**config.mk**
```make
export PLATFORM = sky130hd
export DESIGN_NAME = frame_align_ctrl
export DESIGN_NICKNAME = d
export VERILOG_FILES = /design/src/rtl/frame_align_ctrl.sv
export SDC_FILE = /design/constraint.sdc
export NUM_CORES = 1
export LEC_CHECK = 0
export CAP_MARGIN = 15
export CORE_MARGIN = 3
export CORE_UTILIZATION = 45
export CTS_CLUSTER_DIAMETER = 60
export DETAILED_ROUTE_END_ITERATION = 10
export PLACE_DENSITY = 0.77
export SYNTH_ARGS = -nofsm -noshare
export SYNTH_HDL_FRONTEND = slang
export SYNTH_SLANG_ARGS = --single-unit
export TNS_END_PERCENT = 100
```
**constraint.sdc**
```tcl
create_clock -name i_clk -period 5.9 [get_ports i_clk]
set_input_delay 1.475 -clock i_clk [delete_from_list [all_inputs] [get_ports i_clk]]
set_output_delay 1.475 -clock i_clk [all_outputs]
set_load 0.02 [all_outputs]
```
**src/rtl/frame_align_ctrl.sv**
```systemverilog
// frame_align_ctrl
// Purpose     : receive-side frame alignment controller. It hunts the line byte stream for the
//               FAS, confirms lock (HUNT/PRESYNC/SYNC), and tags each byte with its row/column.
// Latency     : 1 cycle from i_frame_data to o_frame_data.
// Backpressure: none. i_frame_data_valid qualifies each byte, and idle cycles hold all state.
//
// Ports:
//   i_clk, i_rst            clock; synchronous active-high reset
//   i_frame_data[7:0]       line byte, qualified by i_frame_data_valid
//   o_frame_data[7:0]       input byte delayed by one cycle
//   o_frame_data_valid      byte was valid and the controller was in SYNC for it
//   o_row_cnt / o_col_cnt   row/column of the byte on o_frame_data
//   o_frame_start           valid byte at row 0, column 0
//   o_in_frame / o_lof      registered SYNC / HUNT status, one cycle behind the state
module frame_align_ctrl #(
   parameter int         NUM_ROWS = 4,
   parameter int         NUM_COLS = 1041,
   parameter logic [7:0] FAS_A    = 8'hF6,
   parameter logic [7:0] FAS_B    = 8'h28,
   parameter int         LOSS_CNT = 3
) (
   input  logic        i_clk,
   input  logic        i_rst,
   input  logic [7:0]  i_frame_data,
   input  logic        i_frame_data_valid,
   output logic [7:0]  o_frame_data,
   output logic        o_frame_data_valid,
   output logic [1:0]  o_row_cnt,
   output logic [10:0] o_col_cnt,
   output logic        o_frame_start,
   output logic        o_in_frame,
   output logic        o_lof
);

   typedef enum logic [1:0] {
      ST_HUNT    = 2'd0,
      ST_PRESYNC = 2'd1,
      ST_SYNC    = 2'd2
   } state_t;

   localparam logic [1:0]  ROW_LAST  = 2'(NUM_ROWS - 1);
   localparam logic [10:0] COL_LAST  = 11'(NUM_COLS - 1);
   // The byte that completes the FAS is, by definition, row 0 column 5.
   localparam logic [10:0] CHK_COL   = 11'd5;
   localparam logic [10:0] ACQ_COL   = 11'd6;
   localparam logic [2:0]  LOSS_LIM  = 3'(LOSS_CNT);
   localparam logic [47:0] FAS_PATTERN = {FAS_A, FAS_A, FAS_A, FAS_B, FAS_B, FAS_B};

   // Alignment state
   state_t      state_q, state_d;
   logic [39:0] hist_q, hist_d;      // last five valid bytes, newest in the low byte
   logic [1:0]  row_q, row_d;        // position of the current input byte
   logic [10:0] col_q, col_d;
   logic [2:0]  miss_q, miss_d;      // consecutive checkpoint misses while in SYNC

   // Output registers
   logic [7:0]  dat_out_q;
   logic        vld_out_q;
   logic [1:0]  row_out_q;
   logic [10:0] col_out_q;
   logic        start_out_q;
   logic        in_frame_q;
   logic        lof_q;

   // Helper terms
   logic        fas_match;
   logic        at_checkpoint;
   logic [1:0]  row_fly;
   logic [10:0] col_fly;
   logic [2:0]  miss_inc;

   always_comb begin
      fas_match     = ({hist_q, i_frame_data} == FAS_PATTERN);
      at_checkpoint = (row_q == 2'd0) && (col_q == CHK_COL);
      miss_inc      = miss_q + 3'd1;
   end

   // Flywheel: the position of the next byte when the counters free-run.
   always_comb begin
      row_fly = row_q;
      col_fly = col_q + 11'd1;
      if (col_q == COL_LAST) begin
         col_fly = 11'd0;
         row_fly = (row_q == ROW_LAST) ? 2'd0 : row_q + 2'd1;
      end
   end

   // History shift register: only valid bytes enter the pattern window.
   always_comb begin
      hist_d = hist_q;
      if (i_frame_data_valid) begin
         hist_d = {hist_q[31:0], i_frame_data};
      end
   end

   // Next-state logic. All transitions and counter moves are gated by a valid byte.
   always_comb begin
      state_d = state_q;
      row_d   = row_q;
      col_d   = col_q;
      miss_d  = miss_q;

      if (i_frame_data_valid) begin
         case (state_q)
            ST_HUNT: begin
               // Counters are parked at 0 while hunting. On a match, the next byte is
               // row 0 column 6.
               row_d = 2'd0;
               col_d = 11'd0;
               if (fas_match) begin
                  state_d = ST_PRESYNC;
                  col_d   = ACQ_COL;
               end
            end

            ST_PRESYNC: begin
               row_d = row_fly;
               col_d = col_fly;
               // Off-checkpoint patterns are ignored, so there is no realignment outside HUNT.
               if (at_checkpoint) begin
                  if (fas_match) begin
                     state_d = ST_SYNC;
                     miss_d  = 3'd0;
                  end else begin
                     state_d = ST_HUNT;
                     row_d   = 2'd0;
                     col_d   = 11'd0;
                  end
               end
            end

            ST_SYNC: begin
               row_d = row_fly;
               col_d = col_fly;
               if (at_checkpoint) begin
                  if (fas_match) begin
                     miss_d = 3'd0;
                  end else if (miss_inc >= LOSS_LIM) begin
                     // This checkpoint byte is still forwarded as valid because the output
                     // qualifier uses the state before this update.
                     state_d = ST_HUNT;
                     row_d   = 2'd0;
                     col_d   = 11'd0;
                     miss_d  = 3'd0;
                  end else begin
                     miss_d = miss_inc;
                  end
               end
            end

            default: begin
               state_d = ST_HUNT;
               row_d   = 2'd0;
               col_d   = 11'd0;
               miss_d  = 3'd0;
            end
         endcase
      end
   end

   always_ff @(posedge i_clk) begin
      if (i_rst) begin
         state_q <= ST_HUNT;
         hist_q  <= '0;
         row_q   <= '0;
         col_q   <= '0;
         miss_q  <= '0;
      end else begin
         state_q <= state_d;
         hist_q  <= hist_d;
         row_q   <= row_d;
         col_q   <= col_d;
         miss_q  <= miss_d;
      end
   end

   // Output stage. The data qualifier and frame start use the pre-update state and position
   // of the byte being forwarded. The status flags track the state register one cycle later.
   always_ff @(posedge i_clk) begin
      if (i_rst) begin
         dat_out_q   <= '0;
         vld_out_q   <= 1'b0;
         row_out_q   <= '0;
         col_out_q   <= '0;
         start_out_q <= 1'b0;
         in_frame_q  <= 1'b0;
         lof_q       <= 1'b1;
      end else begin
         in_frame_q <= (state_q == ST_SYNC);
         lof_q      <= (state_q == ST_HUNT);
         if (i_frame_data_valid) begin
            dat_out_q   <= i_frame_data;
            row_out_q   <= row_q;
            col_out_q   <= col_q;
            vld_out_q   <= (state_q == ST_SYNC);
            start_out_q <= (state_q == ST_SYNC) && (row_q == 2'd0) && (col_q == 11'd0);
         end else begin
            vld_out_q   <= 1'b0;
            start_out_q <= 1'b0;
         end
      end
   end

   assign o_frame_data       = dat_out_q;
   assign o_frame_data_valid = vld_out_q;
   assign o_row_cnt          = row_out_q;
   assign o_col_cnt          = col_out_q;
   assign o_frame_start      = start_out_q;
   assign o_in_frame         = in_frame_q;
   assign o_lof              = lof_q;

   // Structural invariants of the controller
   a_start_implies_valid : assert property (@(posedge i_clk) disable iff (i_rst)
      o_frame_start |-> o_frame_data_valid);
   a_status_exclusive : assert property (@(posedge i_clk) disable iff (i_rst)
      !(o_in_frame && o_lof));
   a_valid_implies_in_frame : assert property (@(posedge i_clk) disable iff (i_rst)
      o_frame_data_valid |-> o_in_frame);
   a_miss_below_limit : assert property (@(posedge i_clk) disable iff (i_rst)
      miss_q < LOSS_LIM);

endmodule

```
# Word-level counts from Yosys, hierarchy flattened
# Index checks and enable logic that the tools add are counted.
[totals] out_inout_bits=25 ff_bits=83 word_cells=68
[op_classes] eq_ne=12 n_bitwise=2 muxes=29 reduce_logical=9 addsub=3 n_lt_le_gt_ge=1
[ops] op="2-to-1 mux 11 bit" count=6
[ops] op="== test 48 bit, second input constant" count=1
[ops] op="case mux 11 bit (3 select lines)" count=1
[ops] op="2-to-1 mux 2 bit" count=13
[ops] op="2-to-1 mux 3 bit" count=6
[ops] op="!= test 2 bit, second input constant" count=6
[ops] op="adder 11 x 1 -> 11 bit, second input constant" count=1
[ops] op="== test 11 bit, second input constant" count=1
[ops] op="== test 11 x 3 -> 1 bit, second input constant" count=1
[ops] op="zero test 11 bit" count=1
[ops] op="case mux 3 bit (3 select lines)" count=1
[ops] op="case mux 2 bit (3 select lines)" count=1
[ops] op="AND reduction 6 bit" count=1
[ops] op="AND reduction 5 bit" count=1
[ops] op="== test 2 bit, second input constant" count=2
[ops] op="zero test 2 bit" count=2
[ops] op="case mux 2 bit (2 select lines)" count=1
[ops] op="adder 3 x 1 -> 3 bit, second input constant" count=1
[ops] op=">= comparator 3 x 2 -> 1 bit, second input constant" count=1
[ops] op="logical AND 1 bit" count=3
[ops] op="adder 2 x 1 -> 2 bit, second input constant" count=1
[ops] op="== test 2 x 1 -> 1 bit, second input constant" count=1
[ops] op="inverter 1 bit" count=2
[ops] op="OR reduction 2 bit" count=1

# Longest topological paths before layout
[logic_depth] depth_word=7 depth_mapped=9

# Least setup slack after synthesis
# OpenSTA, ideal clock, no wires.
[synth_timing] kind="input to register" from="in i_frame_data[4]" to="reg miss_q[0]" path_stages=6 setup_time_ns=0.071 arrival_time_ns=3.216 path_slack_ns=2.613 t_required_ns=5.829 path_cell_list="or4b_1 > nor4_4 > nand3_2 > a211o_1 > or3_1 > a21oi_1"
[synth_between] elab_chain_cells=4
[synth_lines] element="start: declaration" line_no="24" text="input logic [7:0] i_frame_data,"
[synth_lines] element="== test 48 bit (*)" line_no="73" text="fas_match = ({hist_q, i_frame_data} == FAS_PATTERN);"
[synth_lines] element="2-to-1 mux 3 bit" line_no="136" text="if (fas_match) begin"
[synth_lines] element="2-to-1 mux 3 bit" line_no="135" text="if (at_checkpoint) begin"
[synth_lines] element="case mux 3 bit (3 select lines)" line_no="104" text="case (state_q)"
[synth_lines] element="end signal: assignment" line_no="173" text="miss_q <= miss_d;"
[synth_lines] element="end: declaration" line_no="54" text="logic [2:0] miss_q, miss_d;"
# Mark *: on every way between the ends. The rest lies on a longest branch, timed or not. The select of a mux whose other input is x is not followed.
# A chain may end at the register's enable or synchronous reset.

# Final worst setup path
[layout_timing] from="in i_frame_data[4]" to="reg col_q[10]"
[layout_between] elab_chain_cells=4
[layout_lines] element="== test 48 bit (*)" line_no="73"
[layout_lines] element="2-to-1 mux 11 bit (on tied branches)" line_no="136, 121"
[layout_lines] element="2-to-1 mux 11 bit (on tied branches)" line_no="135, 120"
[layout_lines] element="case mux 11 bit (3 select lines) (*)" line_no="104"
[layout_lines] element="end signal: assignment" line_no="172" text="col_q <= col_d;"
[layout_lines] element="end: declaration" line_no="53" text="logic [10:0] col_q, col_d;"
# Mark *: on every way between the ends. The rest lies on a longest branch, timed or not.

==> flow_summary.ini <==
[critical_path]
path_max_fanout = 13
rr_endpoint = col_q[10]
crit_path_end_kind = flip-flop
worst_ep_required_time_ns = 6.13
r2r_cells = 7
crit_path_start_kind = input pin
cp.arrival_ns = 3.91
worst_r2r_startpoint = hist_q[4]
critPathKind = in2reg
r2r_slack_ns = 3.38

[detailed_routing]
initialDrtViolationCount = 136
final_antenna_net_count = 0
drt_first_pass_iters = 4
wire_per_inst_um = 14.1
wirelength_mm = 6.64
num_vias = 2550
viasPerCell = 5.40
drc_errors = 0

[hold_path]
min_to = miss_q[1]
hold_path_depth = 2
min_path_type = reg2reg
min-delay-start = miss_q[1]

[sta]
finalWorstSetupSlack_ns = 2.23
setup_viol = 0
clock_skew_ns = 0.0104
fmax_mhz = 272
slew_viol_final = 0
finalCritPeriodShare = 0.623
slew_headroom = 0.357
period_needed_ns = 3.67
rsz0062_at_grt = no
tns_ns = 0
worst_pin_slew_ns = 0.964
hold_viol_final = 0

[logic_synthesis]
synth_edf_count = 0
ys_ff_latch = 75
ys_top_cells_by_area = dfxtp_1 (45%), mux2i_1 (16%), nor2_1 (6.7%), ha_1 (4.1%), and3_1 (2.2%)
yosysTopAreaCell = dfxtp_1
synthTopCellsByCount = dfxtp_1 (75), nor2_1 (60), mux2i_1 (53)
synth_ff_type = dfxtp_1
synth_fp_nets = 369
avgSynthCellArea_um2 = 9.63
ys_seq_area_frac = 0.449
async_flop_share = 0
yosysWarnings = 0
yosysMostFrequentCell = dfxtp_1
synthDistinctLibCells = 48
synth_area_um2 = 3340
netlist_instances = 347
synth_top_area_frac = 0.449

[clock_network]
cts.sinks = 75
cts_tree = built
path_clk_slew_ns = 0.07
h-tree-depth = 3
root_buffer = clkbuf_8
cts_buffers = 9
cts_setup_buffers = 0
clock_path_buffers = 2
cts_resized = 0
postCtsHoldBufs = 0
worst_skew_pair.late_latency_ns = 0.35

[floorplanning]
die_h_um = 92.2
die_w_um = 92.2
core.rowCount = 30
ios = 36
start_util = 0.479
die_area_um2 = 8500
core-area_um2 = 6980

[global_route]
antenna_found_initial = 0
grt_first_pass_wirelength_mm = 11.4
grt_start_max_net_pins = 70
grt-ovfl-total = 0
grtUsageTotal = 0.166
grt_pass1_vias = 2430

[run_status]
status = finished, final reports clean

[final_layout]
nets = 394
diodes = 0
area_growth_pct = 17.3
drive_gt1_frac = 0.0824

[place]
io_buffers = 35
hpwlAfterDp_mm = 4.55
gp_congestion = 0.859
dp_slack_ns = 1.95

[job]
maxCapViolations = 0

[power]
power_density_nw_per_um2 = 254
p_leak_nw = 1.62
vdd_drop_max_uv = 172
==> final cells by class <==
class	instances	area, um^2
fillers	639	3060
clock inverters	6	90.1
well taps	96	120
flip-flops and latches	75	1500
multi-input cells	234	1670
inverters	14	52.6
clock buffers	9	124
repair buffers	38	365
==> cell usage in the layout (no fill, tap or decap), types with 5 or more instances in the layout <==
cell type and count:
dfxtp_1 75, nor2_1 60, mux2i_1 53, clkdlybuf4s50_1 33, inv_1 13, and3_1 12
nand2_1 11, ha_1 11, clkbuf_8 9, a32oi_1 8, a21oi_1 7, nor4b_1 6
nor4_1 6, o21ai_0 6, nand4_1 5, nand3_1 5
==> critical path: stages <==
cell and delay, ns:
clkdlybuf4s50_1 0.41, or4b_1 0.58, nor4_4 0.28, o2111ai_1 0.17, a21oi_1 0.17, buf_4 0.22
nand2_1 0.23, o31ai_1 0.36
==> metal layers <==
metal,wire length (um),vias to the layer above,part of all wire,track usage
met3,278,9,0.042,0.0459
met1,2990,1207,0.45,0.208
met2,3280,51,0.49,0.273
li1,-,1283,-,-
met4,95,0,0.014,0.0557
met5,0,-,0,0
==> worst max path at each step <==
| stage | from | end | slack (ns) | cells after the start |
|---|---|---|---|---|
| floorplan | i_frame_data[4] | miss_q[0] | 2.61 | 6 |
| global placement | i_frame_data[4] | col_q[9] | 2.07 | 8 |
| detailed placement | i_frame_data[4] | col_q[10] | 1.95 | 8 |
| CTS | i_frame_data[4] | col_q[10] | 2.31 | 8 |
| global route | i_frame_data[4] | col_q[10] | 2.11 | 8 |
| finish | i_frame_data[4] | col_q[10] | 2.23 | 8 |
==> report_power, final <==
part / switching (mW) / leakage [nW] / internal [mW]
sequential: 0.00664 / 0.606 / 0.512
combinational: 0.0316 / 0.910 / 0.0264
clock: 0.183 / 0.106 / 0.237
==> logic make-up after synthesis <==
| group | count (synthesis) | synth area share |
|---|---|---|
| AO/OA/AOI/OAI | 34 | 0.0711 |
| XOR/XNOR | 1 | 0.00262 |
| adder cells (fa/ha/maj) | 11 | 0.0412 |
| buffers and inverters | 38 | 0.0520 |
| flip-flops | 75 | 0.449 |
| multiplexers | 54 | 0.162 |
| AND/OR/NAND/NOR | 134 | 0.222 |
==> through the flow <==
| stage | area (um^2) | power (mW) | std cells | util | hold slack [ns] |
|---|---|---|---|---|---|
| global placement | 3710 | 0.588 | 457 | 0.531 | 0.467 |
| detailed placement | 3710 | 0.589 | 457 | 0.531 | 0.474 |
| CTS | 3920 | 1.01 | 472 | 0.562 | 0.484 |
| finish | 3920 | 0.998 | 472 | 0.562 | 0.479 |
| global route | 3920 | 1.03 | 472 | 0.562 | 0.517 |
| floorplan | 3340 | 0.572 | 347 | - | 0.452 |
==> state kept, by name (all words and copies together) (netlist names) <==
name and count:
miss_q 3, col_q 11, o_frame_data_valid 1, hist_q 40, o_row_cnt 2, o_col_cnt 11
row_q 2, o_lof 1, state_q 2, o_in_frame 1, o_frame_start 1
No activity file was read; power rests on OpenSTA's default activity.
